### config.mk
export PLATFORM = sky130hd
export DESIGN_NAME = palette_index_encoder
export DESIGN_NICKNAME = d
export VERILOG_FILES = /design/src/rtl/palette_index_encoder.sv
export SDC_FILE = /design/constraint.sdc
export NUM_CORES = 1
export LEC_CHECK = 0
export CAP_MARGIN = 15
export CELL_PAD_IN_SITES_DETAIL_PLACEMENT = 1
export CELL_PAD_IN_SITES_GLOBAL_PLACEMENT = 1
export CORE_UTILIZATION = 35
export CTS_CLUSTER_SIZE = 25
export DETAILED_ROUTE_END_ITERATION = 8
export PLACE_DENSITY_LB_ADDON = 0.25
export SYNTH_ARGS = -nofsm -noshare
export SYNTH_HDL_FRONTEND = slang
export SYNTH_SLANG_ARGS = --single-unit
### constraint.sdc
create_clock -name Clk -period 12.2 [get_ports Clk]
set_clock_uncertainty 0.2 [all_clocks]
set_input_delay 2.44 -clock Clk [delete_from_list [all_inputs] [get_ports Clk]]
set_output_delay 2.44 -clock Clk [all_outputs]
set_load 0.05 [all_outputs]
### src/rtl/palette_index_encoder.sv
// palette_index_encoder
//   Maps a 12-bit RGB pixel to the nearest entry of the fixed 16-entry background
//   palette. The search is sequential and checks one palette entry per clock. The
//   distance metric is the plain sum of absolute differences over the three 4-bit
//   channels.
//
// Parameters
//   EARLY_EXIT  1: stop at the first exact match. 0: always scan all 16 entries.
//
// Ports
//   Clk        system clock (rising edge)
//   Reset      asynchronous, active-high reset
//   in_valid   rgb_in is valid
//   in_ready   encoder is idle and can accept a pixel
//   rgb_in     {red[3:0], green[3:0], blue[3:0]}
//   out_valid  a result is being presented
//   out_ready  consumer takes the result
//   index_out  nearest palette index
//   dist_out   SAD distance of the winning entry (0..45)
//   exact_out  1 iff dist_out == 0
module palette_index_encoder #(
    parameter logic EARLY_EXIT = 1'b1
) (
    input  logic        Clk,
    input  logic        Reset,
    input  logic        in_valid,
    output logic        in_ready,
    input  logic [11:0] rgb_in,
    output logic        out_valid,
    input  logic        out_ready,
    output logic [3:0]  index_out,
    output logic [5:0]  dist_out,
    output logic        exact_out
);

    typedef enum logic [1:0] {IDLE, SEARCH, DONE} state_t;

    state_t      state, state_nxt;
    logic [11:0] rgb_q;
    logic [3:0]  idx;
    logic [5:0]  best_dist;
    logic [3:0]  best_idx;

    function automatic logic [11:0] palette(input logic [3:0] i);
        logic [11:0] c;
        case (i)
            4'd0:  c = 12'hAD6;
            4'd1:  c = 12'h8EF;
            4'd2:  c = 12'hDCC;
            4'd3:  c = 12'hAAA;
            4'd4:  c = 12'hFFF;
            4'd5:  c = 12'hBFF;
            4'd6:  c = 12'hE76;
            4'd7:  c = 12'h6EF;
            4'd8:  c = 12'h9C5;
            4'd9:  c = 12'hBE7;
            4'd10: c = 12'hCBB;
            4'd11: c = 12'hBD8;
            4'd12: c = 12'hEED;
            4'd13: c = 12'hCE8;
            4'd14: c = 12'hD96;
            default: c = 12'hDEB;
        endcase
        return c;
    endfunction

    function automatic logic [5:0] absd(input logic [3:0] a, input logic [3:0] b);
        logic [3:0] r;
        r = (a >= b) ? (a - b) : (b - a);
        return {2'b00, r};
    endfunction

    // Distance of the entry currently under test.
    logic [11:0] entry;
    logic [5:0]  d;
    logic        take;
    logic [5:0]  cand_dist;
    logic [3:0]  cand_idx;
    logic        last;

    always_comb begin
        entry     = palette(idx);
        d         = absd(rgb_q[11:8], entry[11:8])
                  + absd(rgb_q[7:4],  entry[7:4])
                  + absd(rgb_q[3:0],  entry[3:0]);
        // Strict compare: on a tie the lower index already held wins.
        take      = (d < best_dist);
        cand_dist = take ? d   : best_dist;
        cand_idx  = take ? idx : best_idx;
        last      = (idx == 4'd15) || (EARLY_EXIT && (d == 6'd0));
    end

    // State register
    always_ff @(posedge Clk or posedge Reset) begin
        if (Reset) state <= IDLE;
        else       state <= state_nxt;
    end

    // Next state and handshake outputs
    always_comb begin
        state_nxt = state;
        in_ready  = 1'b0;
        out_valid = 1'b0;
        case (state)
            IDLE: begin
                // Gated by Reset so nothing looks acceptable while reset is held.
                in_ready = !Reset;
                if (in_valid) state_nxt = SEARCH;
            end
            SEARCH: begin
                if (last) state_nxt = DONE;
            end
            DONE: begin
                out_valid = 1'b1;
                if (out_ready) state_nxt = IDLE;
            end
            default: state_nxt = IDLE;
        endcase
    end

    // Search datapath and result registers
    always_ff @(posedge Clk or posedge Reset) begin
        if (Reset) begin
            rgb_q     <= 12'h000;
            idx       <= 4'd0;
            best_dist <= 6'd63;
            best_idx  <= 4'd0;
            index_out <= 4'd0;
            dist_out  <= 6'd0;
            exact_out <= 1'b0;
        end else begin
            case (state)
                IDLE: begin
                    if (in_valid) begin
                        rgb_q     <= rgb_in;
                        idx       <= 4'd0;
                        best_dist <= 6'd63;
                        best_idx  <= 4'd0;
                    end
                end
                SEARCH: begin
                    best_dist <= cand_dist;
                    best_idx  <= cand_idx;
                    if (last) begin
                        // Results only ever change on the edge entering DONE.
                        index_out <= cand_idx;
                        dist_out  <= cand_dist;
                        exact_out <= (cand_dist == 6'd0);
                    end else begin
                        idx <= idx + 4'd1;
                    end
                end
                default: ;
            endcase
        end
    end

endmodule
==> results.cfg <==
[outcome]
status = completed

[setup_path]
crit_type = reg2reg
reg2reg_slack_ns = 5.40
r2r-end = index_out[1]$_DFFE_PP0P_
cp-end-kind = flip-flop
reg2reg_depth = 24
crit_path_frequent_cell = ha_1
cp-start-kind = flip-flop
slowest_delay_ns = 0.63
endpoint = index_out[1]$_DFFE_PP0P_
cpMaxStageDelayCell = o21ai_2
cp-startpoint = idx[1]$_DFFE_PP0P_
r2r_start = idx[1]$_DFFE_PP0P_
path_cells = inv_1 -> ha_1 -> a21oi_1 -> nand2_1 -> o21ai_0 -> ha_1 -> inv_1 -> fa_1 -> a21o_1 -> a21o_1 -> a21oi_1 -> mux2i_1 -> xor2_1 -> fa_1 -> inv_1 -> ha_1 -> a21oi_1 -> o21bai_1 -> xnor2_1 -> ha_1 -> nand3_1 -> o21ai_2 -> mux2_2 -> mux2_2
crit_arrival_ns = 6.79
cp_max_fo = 12
required_ns = 12.19

[sta]
maxClockFrequency_mhz = 147
hold-worst-slack_ns = 0.301
worstMarginPinSlew_ns = 1.05
fin_setup_tns_ns = 0
maxSlewViolCount = 0
min_period_ns = 6.80
rsz0062_at_grt = no
setup_violations = 0
hold_violations = 0
slew_headroom_pct = 30.3
period_share_pct = 55.7

[global_routing]
grt_pass1_vias = 2595
grt_pass1_wl_um = 12900
antenna_found_initial = 0
grt_max_degree = 40
grt_usage_pct = 17.2
grt-ovfl-total = 0

[floorplanning]
io_pins = 29
fp-row-count = 34
die_w_um = 97.5
dieArea_um2 = 9510
core_area_um2 = 8760
die_h_um = 97.5
start_util_pct = 36.4

[synthesis]
ys_seq_elements = 39
async_flop_share_pct = 100
synth_nets = 415
ys_warn_count = 0
ys_types = 46
synth_cells = 348
avgSynthCellArea_um2 = 9.17
synth-edff-count = 0
yosysSeqAreaShare_pct = 30.8
synth_flop_cell = dfrtp_1
syn_area_um2 = 3190

[final_layout]
fin_util_pct = 42.2
final_cell_area_um2 = 3700
finalNetCount = 439
num_antenna_cells = 0
drive_above_1_share_pct = 9.65
area_delta_synth_final_pct = 15.8

[detailed_routing]
dr.pass1.iters = 4
ant_nets = 0
wl_per_cell_um = 15.9
drc = 0
viasPerCell = 5.19
drt_wl_total_um = 7660
dr.first_iter.drc_count = 60
via_count = 2495

[clocking]
clk_pin_slew_ns = 0.08
cts-buffers-inserted = 5
h-tree-depth = 2
cts_tree = built
holdBufCountCts = 0
ctsRootBufferMaster = clkbuf_8
postCtsSetupBuffers = 0
clkLatencyLatePin_ns = 0.30
cts_num_sinks = 39
post_cts_resized = 0
clk_path_buf_depth = 2

[worst_hold_path]
hp-start = rgb_q[3]$_DFFE_PP0P_
worstHoldPathType = reg2reg

[placement]
dpl_cell_area_um2 = 3560
dpl.hpwl_um = 5890
place.gp.congestion = 0.830
numPortBuffers = 28

[flow_run]
maxCapViolations = 0
==> area by class of cell <==
class / count / area [um2]
tap: 108 / 135
multi-input combinational: 252 / 1990
clock inverter: 2 / 60.1
inverter: 44 / 165
clock buffer: 6 / 72.6
fill: 1019 / 5070
timing repair buffer: 30 / 295
sequential: 39 / 983
==> metal layers <==
metal  global-route usage (%)  share of wire (%)  up-vias
li1                         -                  -     1209
met1                     22.0                 46     1257
met2                     29.9                 50       23
met3                     3.17                2.5        6
met4                     4.19               0.99        0
met5                        0                  0        -
==> registers in the layout, summed over array words and instances (netlist names) <==
register,cells
best_dist,6
best_idx,4
dist_out,6
exact_out,1
idx,4
index_out,4
rgb_q,12
state,2
==> synth_stat cells (all sizes together) (2+ instances only) <==
library cell | instances | area share [%]
nand2 | 42 | 4.9
fa | 11 | 6.9
mux2i | 14 | 4.4
xor2 | 3 | 0.82
clkbuf | 10 | 1.2
nor3b | 2 | 0.47
nor4 | 2 | 0.39
a21o | 13 | 3.1
ha | 40 | 16
nand2b | 2 | 0.39
and2 | 4 | 0.78
nand3 | 4 | 0.63
dfstp | 6 | 4.9
o21ai | 33 | 5.3
o211ai | 2 | 0.47
inv | 44 | 5.2
mux2 | 13 | 4.9
buf | 3 | 0.63
xnor2 | 5 | 1.4
or3 | 2 | 0.55
nor2 | 17 | 2.0
a21oi | 25 | 4.0
dfrtp | 33 | 26
a31oi | 5 | 1.2
o21bai | 2 | 0.47
==> how the worst min path moves through the flow <==
stage,cells past startpoint,slack [ns],endpoint
floorplan,2,0.25,rgb_q[11]$_DFFE_PP0P_
global placement,2,0.29,rgb_q[3]$_DFFE_PP0P_
finish,2,0.30,rgb_q[3]$_DFFE_PP0P_
global route,1,0.34,dist_out[4]$_DFFE_PP0P_
CTS,2,0.31,rgb_q[3]$_DFFE_PP0P_
detailed placement,2,0.29,rgb_q[3]$_DFFE_PP0P_
==> through the flow <==
step	setup WS, ns	instances
after floorplan	6.08	348
after global placement	5.57	473
after detailed placement	5.46	473
after CTS	5.41	481
after global routing	4.83	481
final	5.40	481
==> critical path: cells and delay by family, from the launching register on <==
kind | cells | cell delay, ns
mux | 3 | 0.92
buf+inv | 3 | 0.42
simple gates | 2 | 0.20
fa+ha+maj | 6 | 1.88
flops | 1 | 0.55
xor+xnor | 2 | 0.52
compound gates | 8 | 1.99
==> cell families (layout without fill, tap and decap cells) <==
logic type | after synthesis | count (layout) | share of synthesized area, %
compound gates | 87 | 87 | 16.7
xor+xnor | 8 | 8 | 2.20
mux | 28 | 28 | 10.0
buf+inv | 57 | 82 | 6.98
fa+ha+maj | 51 | 51 | 22.6
simple gates | 78 | 78 | 10.7
flops | 39 | 39 | 30.8
==> placed cells by master, fill, tap and decap left out, drive strengths merged, types with 2 or more instances in the layout <==
cell and n:
mux2 13, o21ai 33, nand3 4, mux2i 14, or3 2, nor4 2
nor3b 2, ha 40, clkdlybuf4s50 28, a21o 13, nor2 17, nand2 42
nand2b 2, dfrtp 33, buf 2, a21oi 25, xor2 3, xnor2 5
bufinv 2, dfstp 6, and2 4, a31oi 5, o21bai 2, fa 11
clkbuf 6, inv 44, o211ai 2
Power is not shown: default switching activity piles up to over one toggle a cycle in this logic, so the estimate is an artifact.
